==> config.mk <==
export PLATFORM = sky130hd
export DESIGN_NAME = issue_div_flat
export DESIGN_NICKNAME = d
export VERILOG_FILES = /design/src/rtl/issue_div_pkg.sv /design/src/rtl/issue_div_if.sv /design/src/rtl/issue_div.sv /design/src/flat_wrapper.sv
export SDC_FILE = /design/constraint.sdc
export NUM_CORES = 1
export LEC_CHECK = 0
export BUFFER_PORTS_ARGS = -buffer_cell sky130_fd_sc_hd__buf_2
export CORE_MARGIN = 4
export CORE_UTILIZATION = 60
export DETAILED_ROUTE_END_ITERATION = 10
export PLACE_DENSITY = 0.85
export SLEW_MARGIN = 20
export SYNTH_ARGS = -nofsm -noshare
export SYNTH_HDL_FRONTEND = slang
export SYNTH_SLANG_ARGS = --single-unit
==> constraint.sdc <==
create_clock -name clk -period 6.5 [get_ports clk]
set_clock_uncertainty 0.2 [all_clocks]
set_input_delay 0 -clock clk [delete_from_list [all_inputs] [get_ports clk]]
set_output_delay 0 -clock clk [all_outputs]
set_load 0.01 [all_outputs]
==> src/rtl/issue_div_pkg.sv <==
// Shared definitions for the issue-stage units: default widths and the
// divide unit's FSM state encoding.
package issue_div_pkg;

  localparam int DIV_DATA_W = 32;
  localparam int DIV_TAG_W  = 6;

  typedef enum logic [1:0] {
    IDLE = 2'd0,
    CALC = 2'd1,
    WAIT = 2'd2
  } divState_t;

  function automatic int cntWidth(input int width);
    return (width <= 2) ? 1 : $clog2(width);
  endfunction

endpackage

==> src/rtl/issue_div_if.sv <==
// Handshake between the divide equeue, the divide unit and the CDB arbiter.
interface issue_div_if
  import issue_div_pkg::*;
#(
  parameter int DATA_W = DIV_DATA_W,
  parameter int TAG_W  = DIV_TAG_W
) ();

  logic              issuediv_ready;
  logic [DATA_W-1:0] issuediv_rsdata;
  logic [DATA_W-1:0] issuediv_rtdata;
  logic [TAG_W-1:0]  issuediv_rdtag;
  logic              issuediv_done;
  logic              div_cdb_req;
  logic              div_cdb_grant;
  logic [DATA_W-1:0] div_cdb_data;
  logic [DATA_W-1:0] div_cdb_rem;
  logic [TAG_W-1:0]  div_cdb_tag;
  logic              div_busy;

  modport slave (
    input  issuediv_ready, issuediv_rsdata, issuediv_rtdata, issuediv_rdtag,
    input  div_cdb_grant,
    output issuediv_done, div_cdb_req, div_cdb_data, div_cdb_rem, div_cdb_tag,
    output div_busy
  );

  modport master (
    output issuediv_ready, issuediv_rsdata, issuediv_rtdata, issuediv_rdtag,
    output div_cdb_grant,
    input  issuediv_done, div_cdb_req, div_cdb_data, div_cdb_rem, div_cdb_tag,
    input  div_busy
  );

endinterface

==> src/rtl/issue_div.sv <==
// Iterative signed divider (MIPS DIV semantics): one restoring quotient bit
// per cycle on magnitudes, sign fix-up at the end, result held for the CDB.
module issue_div
  import issue_div_pkg::*;
#(
  parameter int DATA_W = DIV_DATA_W,
  parameter int TAG_W  = DIV_TAG_W
) (
  input  logic        clk,
  input  logic        reset,
  issue_div_if.slave  bus
);

  localparam int                CNT_W    = cntWidth(DATA_W);
  localparam logic [CNT_W-1:0]  LAST_CNT = CNT_W'(DATA_W - 1);
  localparam logic [DATA_W-1:0] ONE      = DATA_W'(1);

  divState_t r_state;
  divState_t w_nextState;
  logic      w_accept;
  logic      w_lastStep;

  logic [CNT_W-1:0]  r_cnt;
  logic [DATA_W-1:0] r_quot;
  logic [DATA_W-1:0] r_rem;
  logic [DATA_W-1:0] r_divisor;
  logic              r_divZero;
  logic              r_negQ;
  logic              r_negR;
  logic [TAG_W-1:0]  r_tag;

  logic [DATA_W-1:0] r_data;
  logic [DATA_W-1:0] r_remOut;
  logic [TAG_W-1:0]  r_outTag;

  logic [DATA_W-1:0] w_rsAbs;
  logic [DATA_W-1:0] w_rtAbs;
  logic [DATA_W:0]   w_trial;
  logic [DATA_W:0]   w_diff;
  logic              w_qBit;
  logic [DATA_W-1:0] w_quotNext;
  logic [DATA_W-1:0] w_remNext;
  logic [DATA_W-1:0] w_quotSigned;
  logic [DATA_W-1:0] w_remSigned;

  assign w_rsAbs = bus.issuediv_rsdata[DATA_W-1] ? (~bus.issuediv_rsdata + ONE)
                                                 : bus.issuediv_rsdata;
  assign w_rtAbs = bus.issuediv_rtdata[DATA_W-1] ? (~bus.issuediv_rtdata + ONE)
                                                 : bus.issuediv_rtdata;

  // r_quot starts as the dividend and shifts quotient bits in from the right.
  assign w_trial    = {r_rem, r_quot[DATA_W-1]};
  assign w_diff     = w_trial - {1'b0, r_divisor};
  assign w_qBit     = w_trial[DATA_W] | ~w_diff[DATA_W];
  assign w_remNext  = w_qBit ? w_diff[DATA_W-1:0] : w_trial[DATA_W-1:0];
  assign w_quotNext = {r_quot[DATA_W-2:0], w_qBit};

  assign w_quotSigned = r_divZero ? '1 : (r_negQ ? (~w_quotNext + ONE) : w_quotNext);
  assign w_remSigned  = r_negR ? (~w_remNext + ONE) : w_remNext;

  assign w_lastStep = (r_state == CALC) && (r_cnt == LAST_CNT);

  always_ff @(posedge clk or negedge reset) begin
    if (!reset) begin
      r_state <= IDLE;
    end else begin
      r_state <= w_nextState;
    end
  end

  always_comb begin
    w_nextState = r_state;
    w_accept    = 1'b0;
    case (r_state)
      IDLE: begin
        if (bus.issuediv_ready) begin
          w_accept    = 1'b1;
          w_nextState = CALC;
        end
      end
      CALC: begin
        if (r_cnt == LAST_CNT) begin
          w_nextState = WAIT;
        end
      end
      WAIT: begin
        if (bus.div_cdb_grant) begin
          w_nextState = IDLE;
        end
      end
      default: w_nextState = IDLE;
    endcase
  end

  always_ff @(posedge clk or negedge reset) begin
    if (!reset) begin
      r_cnt     <= '0;
      r_quot    <= '0;
      r_rem     <= '0;
      r_divisor <= '0;
      r_divZero <= 1'b0;
      r_negQ    <= 1'b0;
      r_negR    <= 1'b0;
      r_tag     <= '0;
    end else if (w_accept) begin
      r_cnt     <= '0;
      r_quot    <= w_rsAbs;
      r_rem     <= '0;
      r_divisor <= w_rtAbs;
      r_divZero <= (bus.issuediv_rtdata == '0);
      r_negQ    <= bus.issuediv_rsdata[DATA_W-1] ^ bus.issuediv_rtdata[DATA_W-1];
      r_negR    <= bus.issuediv_rsdata[DATA_W-1];
      r_tag     <= bus.issuediv_rdtag;
    end else if (r_state == CALC) begin
      r_cnt  <= r_cnt + CNT_W'(1);
      r_quot <= w_quotNext;
      r_rem  <= w_remNext;
    end
  end

  // Result registers only load on the final step, so they stay frozen in WAIT.
  always_ff @(posedge clk or negedge reset) begin
    if (!reset) begin
      r_data   <= '0;
      r_remOut <= '0;
      r_outTag <= '0;
    end else if (w_lastStep) begin
      r_data   <= w_quotSigned;
      r_remOut <= w_remSigned;
      r_outTag <= r_tag;
    end
  end

  assign bus.issuediv_done = w_accept;
  assign bus.div_cdb_req   = (r_state == WAIT);
  assign bus.div_cdb_data  = r_data;
  assign bus.div_cdb_rem   = r_remOut;
  assign bus.div_cdb_tag   = r_outTag;
  assign bus.div_busy      = (r_state != IDLE);

endmodule

==> src/flat_wrapper.sv <==
// flat-port wrapper written by rule: the top's interface ports become plain ports
module issue_div_flat import issue_div_pkg::*;
#(
  parameter int DATA_W = DIV_DATA_W,
  parameter int TAG_W  = DIV_TAG_W
)
  (clk, reset, bus_issuediv_ready, bus_issuediv_rsdata, bus_issuediv_rtdata, bus_issuediv_rdtag, bus_div_cdb_grant, bus_issuediv_done, bus_div_cdb_req, bus_div_cdb_data, bus_div_cdb_rem, bus_div_cdb_tag, bus_div_busy);
  issue_div_if #(.DATA_W(DATA_W), .TAG_W(TAG_W)) bus_i ();
  input  logic clk;
  input  logic reset;
  input wire logic [$bits(bus_i.issuediv_ready)-1:0] bus_issuediv_ready;
  input wire logic [$bits(bus_i.issuediv_rsdata)-1:0] bus_issuediv_rsdata;
  input wire logic [$bits(bus_i.issuediv_rtdata)-1:0] bus_issuediv_rtdata;
  input wire logic [$bits(bus_i.issuediv_rdtag)-1:0] bus_issuediv_rdtag;
  input wire logic [$bits(bus_i.div_cdb_grant)-1:0] bus_div_cdb_grant;
  output wire logic [$bits(bus_i.issuediv_done)-1:0] bus_issuediv_done;
  output wire logic [$bits(bus_i.div_cdb_req)-1:0] bus_div_cdb_req;
  output wire logic [$bits(bus_i.div_cdb_data)-1:0] bus_div_cdb_data;
  output wire logic [$bits(bus_i.div_cdb_rem)-1:0] bus_div_cdb_rem;
  output wire logic [$bits(bus_i.div_cdb_tag)-1:0] bus_div_cdb_tag;
  output wire logic [$bits(bus_i.div_busy)-1:0] bus_div_busy;
  assign bus_i.issuediv_ready = bus_issuediv_ready;
  assign bus_i.issuediv_rsdata = bus_issuediv_rsdata;
  assign bus_i.issuediv_rtdata = bus_issuediv_rtdata;
  assign bus_i.issuediv_rdtag = bus_issuediv_rdtag;
  assign bus_i.div_cdb_grant = bus_div_cdb_grant;
  assign bus_issuediv_done = bus_i.issuediv_done;
  assign bus_div_cdb_req = bus_i.div_cdb_req;
  assign bus_div_cdb_data = bus_i.div_cdb_data;
  assign bus_div_cdb_rem = bus_i.div_cdb_rem;
  assign bus_div_cdb_tag = bus_i.div_cdb_tag;
  assign bus_div_busy = bus_i.div_busy;
  issue_div #(.DATA_W(DATA_W), .TAG_W(TAG_W)) u_core (.clk(clk), .reset(reset), .bus(bus_i));
endmodule
Word-level counts from Yosys, hierarchy flattened. Index checks and enable logic that the tools add are counted.

Register bits: 182. Bits in latches: 0. Bits in writable memories: 0. Bits in read-only memories: 0. Input port bits: 74. Output and inout bits: 73. Logic and storage cells: 55. Memories kept: 0.

Add/subtract/negate cells: 6. Multiply operators: 0. Div/mod/pow operators: 0. Magnitude comparators: 0. Equal/unequal tests: 6. Shift-type cells: 0. Muxes and demuxes: 18. Bitwise gates (word level): 7. Reductions and logical operators: 6.

Operators by type and width (number): $mux W32 (10); $add A32 B1 Y32 const B (4); $not A32 Y32 (4); $sub A33 B32 Y33 (1); $logic_not A32 Y1 (1); $mux W5 (2); $mux W2 (3); $ne A2 B2 Y1 const B (3); $pmux W2 S3 (1); $add A5 B1 Y5 const B (1); $eq A5 B5 Y1 const B (1); $reduce_bool A2 Y1 (2); $reduce_and A3 Y1 (1); $eq A2 B1 Y1 const B (1); $eq A2 B2 Y1 const B (1); $logic_not A2 Y1 (1); $mux W1 (2); $logic_and A1 B1 Y1 (1); $not A1 Y1 (1); $or A1 B1 Y1 (1); $xor A1 B1 Y1 (1).

Logic depth before layout (Yosys ltp). Gate-level depths: netlist of the first run.

Word-level depth: 7. Mapped depth: 22. Gate-level depth less buffers: 19.

Least setup slack after synthesis of the first run. Ideal clock, no wire load.

Path type: register to register. Start: register u_core.r_quot[31]. End: register u_core.r_remOut[26], in the netlist u_core.bus.div_cdb_rem[26]. Library setup time: 0.126 ns. Arrival time: 4.638 ns. Required time: 6.174 ns. Path slack: 1.536 ns. Stages on the path, launching flop included: 23. Buffers on the path: 3. Period minus slack after synthesis: 4.964 ns. Path through: dfrtp_1 > inv_1 > ha_1 > fa_1 > nand2b_1 > a21oi_2 > or4_1 > a21oi_2 > o31a_4 > o21ai_4 > buf_1 > clkbuf_1 > buf_1 > nand2_1 > o21ai_0 > ha_1 > and3_1 > nand4_1 > nor3_1 > o22ai_1 > o31ai_1 > nor2_1 > a221o_1.

Cells in the longest elaborated chain, start to end: 7.

Ends and longest elaborated chain: start: declaration (line issue_div.sv:24) `logic [DATA_W-1:0] r_quot;`; start signal: assignment (line issue_div.sv:107) `r_quot <= w_rsAbs;`; start signal: assignment (line issue_div.sv:116) `r_quot <= w_quotNext;`; $sub A33 B32 Y33 (line issue_div.sv:53) `assign w_diff = w_trial - {1'b0, r_divisor};`; $not A1 Y1 (line issue_div.sv:54) `assign w_qBit = w_trial[DATA_W] | ~w_diff[DATA_W];`; $or A1 B1 Y1 (line issue_div.sv:54); $mux W32 (*) (line issue_div.sv:55) `assign w_remNext = w_qBit ? w_diff[DATA_W-1:0] : w_trial[DATA_W-1:0];`; $not A32 Y32 (line issue_div.sv:59) `assign w_remSigned = r_negR ? (~w_remNext + ONE) : w_remNext;`; $add A32 B1 Y32 (line issue_div.sv:59); $mux W32 (*) (line issue_div.sv:59); end signal: assignment (line issue_div.sv:129) `r_remOut <= w_remSigned;`; end: declaration (line issue_div.sv:33) `logic [DATA_W-1:0] r_remOut;`.

Every way passes the cells marked *; elsewhere a longest branch is shown, timed or not. A chain may end at the register's enable or synchronous reset.

Worst setup path in the final report of the first run.
Start: register u_core.r_quot[31]. End: register u_core.r_remOut[31], in the netlist u_core.bus.div_cdb_rem[31].

Same word-level chain as after synthesis.

==> tab_implementation.tex, run 1 <==
\begin{tabular}{lr}
\hline
Metric & Value \\
\hline
\multicolumn{2}{l}{\textbf{Critical path}} \\
Req. time, crit path & 6680 ps \\
Critical Path Sink Type & flip-flop \\
Setup Crit Path Kind & flip-flop to flip-flop \\
Nature of the critical path startpoint & flip-flop \\
Buffers \& Inverters on Critical Path & 2 \\
Highest fanout seen on the critical path & 21 \\
CP max-delay cell & sky130\_fd\_sc\_hd\_\_or4b\_1 \\
Register-to-register path setup slack & 1370 ps \\
Critical path, cell by cell & inv\_1 > ha\_1 > fa\_1 > nand2b\_1 > a21oi\_2 > or4\_1 > a21oi\_2 > o31a\_4 > o21ai\_4 > inv\_2 > or4b\_1 > a221o\_1 > or3b\_4 > or4\_1 > nand3\_1 \\
Slowest stage delay, CP & 610 ps \\
Largest delay share family, worst path & simple AND/OR/NAND/NOR gates \\
Critical path data arrival time & 5310 ps \\
\multicolumn{2}{l}{\textbf{Floorplanning}} \\
Effective utilization at floorplan & 60.8\% \\
Core area & 20200 µm² \\
Number of cell rows & 52 \\
Vertical extent of the die & between 150 and 200 µm \\
Die Span X & around 150 µm \\
Floorplan die area & around 23000 µm² \\
Number of primary I/O pins & 147 \\
\multicolumn{2}{l}{\textbf{Layout}} \\
Area occupied by multi-input gates & 7220 µm² \\
Most common library cell in the layout ignoring fill and taps & sky130\_fd\_sc\_hd\_\_nand2\_1 \\
Commonest cells after routing, fill and taps aside & sky130\_fd\_sc\_hd\_\_nand2\_1, sky130\_fd\_sc\_hd\_\_dfrtp\_1, sky130\_fd\_sc\_hd\_\_o21ai\_0, sky130\_fd\_sc\_hd\_\_buf\_2, sky130\_fd\_sc\_hd\_\_nor2\_1 \\
Layout overhead on the synthesized area & 20.6\% \\
Final nets & 1835 \\
Fraction of layout cells with a size suffix above 1 & approximately 12\% \\
Filler Cells Inserted & 1461 \\
Register area & approximately 4600 µm² \\
Number of standard cells in the layout, taps in and fillers out & 2006 \\
\multicolumn{2}{l}{\textbf{Global routing}} \\
Via count of the first global-routing pass & 12100 \\
Wire length of the first global-routing pass & 61.3 mm \\
Remaining global-route overflow & 0 \\
Number of antenna violations at the first check in global routing & 0 \\
Pin count of the biggest net entering global routing & 117 \\
All-Layer GR Usage & 33.6\% \\
\multicolumn{2}{l}{\textbf{Drt}} \\
Via count & about 13000 \\
Initial DRC Count & 1628 \\
Mean number of vias per cell & roughly 6.3 \\
Antenna-violating nets left & 0 \\
Final Routed Wirelength & 38.2 mm \\
DR DRC count & 0 \\
Wire length per cell after detailed routing & 19.0 µm \\
First drt pass iteration count & 8 \\
\multicolumn{2}{l}{\textbf{Clock network}} \\
Number of H-tree levels & 4 \\
Clock buffer depth & 2 \\
Clock sink count & 182 \\
Worst-skew pair later-pin latency & 460 ps \\
Total clock buffers created by CTS & 17 \\
Root Buffer & sky130\_fd\_sc\_hd\_\_clkbuf\_16 \\
TritonCTS clock tree & built \\
Number of setup buffers added after CTS & 0 \\
Clock-pin transition on the worst setup and hold timing paths & 70 ps \\
\multicolumn{2}{l}{\textbf{Power and ir drop}} \\
PwrDens & 617 nW/µm² \\
Leakage power total & 0.00668 µW \\
Largest vdd supply drop & 0.000315 V \\
Total power of the final layout & 9110 µW \\
\multicolumn{2}{l}{\textbf{Synthesis}} \\
Number of instances in the synthesized netlist & 1522 \\
Avg Cell Area, Syn & 8.05 µm² \\
Fraction of synthesis flops using an asynchronous set or reset pin & 100\% \\
Count of unique library cells instantiated by Yosys & 66 \\
Seq/Total Area, Yosys & 37.2\% \\
Seq cells post-synth & around 180 \\
Number of nets produced by synthesis & 1635 \\
Yosys synthesis warning count & 0 \\
Post-synthesis instance area & 12300 µm² \\
Flip-flop cell with the highest count after synthesis & sky130\_fd\_sc\_hd\_\_dfrtp\_1 \\
Number of enable-type register cells in the synthesized netlist & 0 \\
\multicolumn{2}{l}{\textbf{STA}} \\
Unrepaired setup endpoints after global routing & no \\
Final sum of negative setup slack & 0 ps \\
Hold Vio Cnt, Final & 0 \\
Count of pins over their slew limit & 0 \\
Tcrit/Tclk final & about four fifths \\
Minimum clock period after layout & 5130 ps \\
Slew margin rel. & 26.1\% \\
Timing-limited maximum frequency & 195 MHz \\
Number of failing setup endpoints in the final timing report & 0 \\
Slew at the pin closest to its max-slew limit & 1110 ps \\
\multicolumn{2}{l}{\textbf{Outcome}} \\
Result of the run & finished clean \\
\multicolumn{2}{l}{\textbf{Place}} \\
IO buf count & 146 \\
Hpwl dp & 24.8 mm \\
Routability cong. & 1.02 \\
Cell Count Post-Placement & 1866 \\
\multicolumn{2}{l}{\textbf{Job}} \\
Max-cap viol count & 0 \\
\multicolumn{2}{l}{\textbf{Hold path}} \\
Worst min path class & primary input to flip-flop \\
\hline
\end{tabular}
[registers in the layout (all words and copies together), names as in the netlist]
register	count
u_core.r_state	2
u_core.r_cnt	5
u_core.bus.div_cdb_rem	32
u_core.r_divisor	32
u_core.r_negR	1
u_core.bus.div_cdb_data	32
u_core.r_quot	32
u_core.bus.div_cdb_tag	6
u_core.r_tag	6
u_core.r_divZero	1
u_core.r_negQ	1
u_core.r_rem	32
[layout make-up]
class / count / share of cell area (%)
Timing Repair Buffer: 263 / 12.8
Inverter: 52 / 1.32
Clock inverter: 14 / 1.09
Sequential cell: 182 / 30.8
Antenna cell: 1 / 0.0169
Multi-Input combinational cell: 1206 / 48.8
Clock buffer: 18 / 2.90
Tap cell: 270 / 2.29
[cells in the mapped netlist, drive strengths merged, types with 3 or more instances]
library cell / number / area share (%)
and2: 14 / 0.71
inv: 52 / 1.6
nor2: 116 / 3.6
o31ai: 32 / 2.0
xor2: 64 / 4.6
nand3: 53 / 2.2
a221o: 4 / 0.33
a211oi: 9 / 0.55
o41ai: 10 / 0.71
a31oi: 30 / 1.5
or3: 21 / 1.1
nor2b: 6 / 0.31
o21ai: 183 / 7.6
o21bai: 4 / 0.24
dfrtp: 182 / 37
a21oi: 82 / 3.4
buf: 10 / 0.38
or2: 10 / 0.51
nand4: 14 / 0.71
a22oi: 3 / 0.18
or4: 21 / 1.3
a21boi: 3 / 0.18
o22ai: 3 / 0.15
o21a: 7 / 0.43
clkbuf: 72 / 2.2
nor3: 27 / 1.1
a221oi: 3 / 0.21
nand2: 246 / 7.5
a21o: 16 / 0.98
and3: 12 / 0.61
nor4: 15 / 0.77
ha: 38 / 3.9
xnor2: 70 / 5.0
o31a: 6 / 0.50
nand2b: 19 / 0.97
o211ai: 15 / 0.96
mux2: 3 / 0.28
mux2i: 19 / 1.6
[per-layer routing]
layer / up-vias / share of wire [%] / global-route usage (%)
met5: - / 0 / 0
met2: 770 / 46 / 52.6
met4: 0 / 3.5 / 12.7
li1: 5774 / - / -
met3: 146 / 10 / 6.61
met1: 5929 / 41 / 46.3
[worst register-to-register path, stage by stage, from the launching register on]
cell and delay [ps]:
sky130_fd_sc_hd__dfrtp_1 360, sky130_fd_sc_hd__inv_1 80, sky130_fd_sc_hd__ha_1 210, sky130_fd_sc_hd__fa_1 410, sky130_fd_sc_hd__nand2b_1 200, sky130_fd_sc_hd__a21oi_2 210, sky130_fd_sc_hd__or4_1 150, sky130_fd_sc_hd__a21oi_2 90
sky130_fd_sc_hd__o31a_4 390, sky130_fd_sc_hd__o21ai_4 510, sky130_fd_sc_hd__inv_2 190, sky130_fd_sc_hd__or4b_1 610, sky130_fd_sc_hd__a221o_1 440, sky130_fd_sc_hd__or3b_4 410, sky130_fd_sc_hd__or4_1 510, sky130_fd_sc_hd__nand3_1 100
[kinds of logic after synthesis]
logic type,after synthesis,share of synthesized area [%]
fa+ha+maj,39,4.04
xor+xnor,134,9.57
flops,182,37.2
compound gates,427,21.2
mux,22,1.83
buf+inv,134,4.17
simple gates,584,22.0
[through the flow]
stage                     hold WS (ps)  utilization, %  setup slack (ps)  cell area (µm²)
after floorplan                   -496               -              1540            12300
after global placement           -11.1            65.0              1570            13100
after detailed placement         -6.09            65.0              1460            13100
after CTS                        0.866            73.3              1440            14800
after global routing              86.0            73.3              1150            14800
final                             30.0            73.3              1370            14800
[worst paths after layout]
check                                                       start                                      to  cells after the start
setup / recovery                    u_core.r_quot[31]$_DFFE_PN0P_  u_core.bus.div_cdb_rem[31]$_DFFE_PN0P_                     15
hold / removal                            bus_issuediv_rtdata[31]         u_core.r_divisor[6]$_DFFE_PN0P_                      4
setup reg to reg                    u_core.r_quot[31]$_DFFE_PN0P_  u_core.bus.div_cdb_rem[31]$_DFFE_PN0P_                     15
hold reg to reg            u_core.bus.div_cdb_rem[18]$_DFFE_PN0P_  u_core.bus.div_cdb_rem[18]$_DFFE_PN0P_                      2
max in group asynchronous                                   reset  u_core.bus.div_cdb_rem[20]$_DFFE_PN0P_                      3
min in group asynchronous                                   reset  u_core.bus.div_cdb_rem[11]$_DFFE_PN0P_                      2
[power breakdown]
group / switching (µW) / total [µW] / internal, µW
logic: 3630 / 5860 / 2230
registers: 532 / 2200 / 1670
clock network: 533 / 1050 / 517
total: 4700 / 9110 / 4420
[repair_timing]
item                                   4_1_cts  5_1_grt
gates resized for setup                      0        0
hold buffers                               107        0
endpoints found under the hold margin      188        0
(Power assumes the default switching activity.)
==> run 2, diff against run 1 <==
==> constraint.sdc (replaced) <==
create_clock -name clk -period 4.99 [get_ports clk]
set_clock_uncertainty 0.2 [all_clocks]
set_input_delay 0 -clock clk [delete_from_list [all_inputs] [get_ports clk]]
set_output_delay 0 -clock clk [all_outputs]
set_load 0.01 [all_outputs]
==> run 2 against run 1 <==
Against the previous run: sequential power grew 30%; core utilization up 0.30 points; final cell count increased by 0.40%; critical path depth stayed put; maximum frequency rose by 7.1%; global-route usage up 0.81 points; flip-flop and latch count unchanged; clock power increased by 26%; combinational power is 33% higher.
==> tab_implementation.tex, run 2 (synthesis gave the netlist of run 1 again) <==
\begin{tabular}{lr}
\hline
Metric & Value \\
\hline
\multicolumn{2}{l}{\textbf{Global routing}} \\
Pin count of the biggest net entering global routing & between 90 and 100 \\
Wire length of the first global-routing pass & 62.5 mm \\
Number of antenna violations at the first check in global routing & 0 \\
Via count of the first global-routing pass & 11900 \\
Remaining global-route overflow & 0 \\
All-Layer GR Usage & 34.4\% \\
\multicolumn{2}{l}{\textbf{Drt}} \\
WL met1 & about 16 mm \\
Via count & $\sim$13000 \\
Initial DRC Count & 1438 \\
Top layer reached by signal wires & met4 \\
Antenna-violating nets left & 0 \\
Final Routed Wirelength & 38.8 mm \\
Mean number of vias per cell & 6.23 \\
Met2 routed WL & 17.7 mm \\
DR DRC count & 0 \\
Met3 Wirelength & around 3.4 mm \\
First drt pass iteration count & 8 \\
Wire length per cell after detailed routing & 19.3 µm \\
\multicolumn{2}{l}{\textbf{Critical path}} \\
Buffers \& Inverters on Critical Path & 2 \\
Critical path depth in cells & 15 \\
Endpoint of the most critical setup path & u\_core.bus.div\_cdb\_rem[31]\$\_DFFE\_PN0P\_ \\
Req. time, crit path & just over 5000 ps \\
Register-to-register path setup slack & 200 ps \\
CP max-delay cell & sky130\_fd\_sc\_hd\_\_or4b\_1 \\
Nature of the critical path startpoint & flip-flop \\
Slowest stage delay, CP & 590 ps \\
Critical Path Sink Type & flip-flop \\
Highest fanout seen on the critical path & 8 \\
Endpoint of the worst register-to-register path & u\_core.bus.div\_cdb\_rem[31]\$\_DFFE\_PN0P\_ \\
FF-to-FF Start & u\_core.r\_quot[31]\$\_DFFE\_PN0P\_ \\
Reg2reg path depth & 15 \\
CP startpoint & u\_core.r\_quot[31]\$\_DFFE\_PN0P\_ \\
Critical path data arrival time & 4970 ps \\
Setup Crit Path Kind & flip-flop to flip-flop \\
Critical path, cell by cell & inv\_1 > ha\_1 > fa\_1 > nand2b\_1 > a21oi\_2 > or4\_1 > a21oi\_2 > o31a\_4 > o21ai\_4 > inv\_2 > or4b\_1 > a221o\_1 > or3b\_4 > or4\_1 > nand3\_1 \\
Largest delay share family, worst path & simple AND/OR/NAND/NOR gates \\
\multicolumn{2}{l}{\textbf{Clock network}} \\
Number of setup buffers added after CTS & 0 \\
Worst-skew pair later-pin latency & $\sim$440 ps \\
Clock-pin transition on the worst setup and hold timing paths & 70 ps \\
Total clock buffers created by CTS & 17 \\
Clock buffer depth & 2 \\
Clock sink count & 182 \\
Root Buffer & sky130\_fd\_sc\_hd\_\_clkbuf\_16 \\
TritonCTS clock tree & built \\
Number of H-tree levels & 4 \\
\multicolumn{2}{l}{\textbf{STA}} \\
Number of failing setup endpoints in the final timing report & 0 \\
Slew margin rel. & 25.0\% \\
Tcrit/Tclk final & 96.0\% \\
Timing-limited maximum frequency & 209 MHz \\
Hold Vio Cnt, Final & 0 \\
Count of pins over their slew limit & 0 \\
Final sum of negative setup slack & 0 ps \\
Minimum clock period after layout & 4790 ps \\
Unrepaired setup endpoints after global routing & no \\
Slew at the pin closest to its max-slew limit & 1130 ps \\
\multicolumn{2}{l}{\textbf{Outcome}} \\
Result of the run & finished clean \\
\multicolumn{2}{l}{\textbf{Place}} \\
Post-Place Cell Area & 13200 µm² \\
Routability cong. & 0.983 \\
IO buf count & 146 \\
Cell Count Post-Placement & 1875 \\
Hpwl dp & between 20 and 30 mm \\
\multicolumn{2}{l}{\textbf{Layout}} \\
Layout overhead on the synthesized area & 21.1\% \\
Number of standard cells in the layout, taps in and fillers out & 2014 \\
Final nets & 1844 \\
End-of-flow core utilization & about three quarters \\
Commonest cells after routing, fill and taps aside & sky130\_fd\_sc\_hd\_\_nand2\_1, sky130\_fd\_sc\_hd\_\_dfrtp\_1, sky130\_fd\_sc\_hd\_\_o21ai\_0, sky130\_fd\_sc\_hd\_\_buf\_2, sky130\_fd\_sc\_hd\_\_nor2\_1 \\
Fraction of layout cells with a size suffix above 1 & 12.9\% \\
Post-route design area & 14800 µm² \\
Most common library cell in the layout ignoring fill and taps & sky130\_fd\_sc\_hd\_\_nand2\_1 \\
\multicolumn{2}{l}{\textbf{Floorplanning}} \\
Vertical extent of the die & roughly 150 µm \\
Die Span X & 151 µm \\
Number of primary I/O pins & 147 \\
Number of cell rows & between 50 and 60 \\
Floorplan die area & 22800 µm² \\
Core area & 20200 µm² \\
Effective utilization at floorplan & 60.8\% \\
\multicolumn{2}{l}{\textbf{Hold path}} \\
Worst min path class & primary input to asynchronous set/reset pin \\
\multicolumn{2}{l}{\textbf{Power and ir drop}} \\
Total power of the final layout & around 12000 µW \\
Leakage power total & 0.00670 µW \\
PwrDens & about 800 nW/µm² \\
Largest vdd supply drop & $\sim$0.0004 V \\
\multicolumn{2}{l}{\textbf{Job}} \\
Max-cap viol count & 0 \\
\hline
\end{tabular}
[run 2: cell count changes in the layout (fill, tap and decap cells not counted), moves of 2 or more]
| cell | delta |
|---|---|
| sky130_fd_sc_hd__clkinvlp_4 | +2 |
| sky130_fd_sc_hd__nor3_1 | -2 |
| sky130_fd_sc_hd__clkinv_8 | -4 |
| sky130_fd_sc_hd__buf_4 | +9 |
| sky130_fd_sc_hd__inv_8 | +2 |
| sky130_fd_sc_hd__nor3_2 | +2 |
[run 2: how the worst min path moves through the flow]
stage                                                        end  slack, ps
after CTS                           u_core.r_rem[14]$_DFFE_PN0P_         60
after detailed placement            u_core.r_rem[14]$_DFFE_PN0P_        -60
after floorplan           u_core.bus.div_cdb_data[0]$_DFFE_PN0P_       -500
after global routing               u_core.r_state[1]$_DFFE_PN0P_         90
after global placement    u_core.bus.div_cdb_rem[11]$_DFFE_PN0P_        -50
final                               u_core.r_rem[14]$_DFFE_PN0P_         10
[run 2: per-stage QoR]
stage | hold slack [ps] | worst slack [ps]
after CTS | 58.3 | 250
after floorplan | -496 | 25.9
final | 14.2 | 199
after global routing | 94.8 | 30.5
after detailed placement | -56.3 | 308
after global placement | -53.8 | 347
[run 2: timing repair]
| item | CTS | global route |
|---|---|---|
| hold buffers | 107 | 0 |
| endpoints found under the hold margin | 161 | 0 |
| setup endpoints to repair | 0 | 2 |
| resized for setup | 0 | 4 |
[run 2: routing by layer]
metal / vias to the layer above / GRT usage [%]
met5: - / 0
met1: 5907 / 48.6
li1: 5807 / -
met2: 703 / 52.9
met3: 130 / 7.12
met4: 0 / 11.8
[run 2: cell type report]
cell class | count | area [µm²]
flip-flops and latches | 182 | 4550
inverters | 52 | 195
diodes | 1 | 2.50
multi-input cells | 1206 | 7240
clock buffers | 18 | 429
fillers | 1461 | 5330
well taps | 270 | 338
repair buffers | 272 | 1950
clock inverters | 13 | 129
[run 2: where the power goes]
part           switching [µW]  internal (µW)
combinational            4820           3000
sequential                698           2180
clock                     662            662
total                    6180           5830
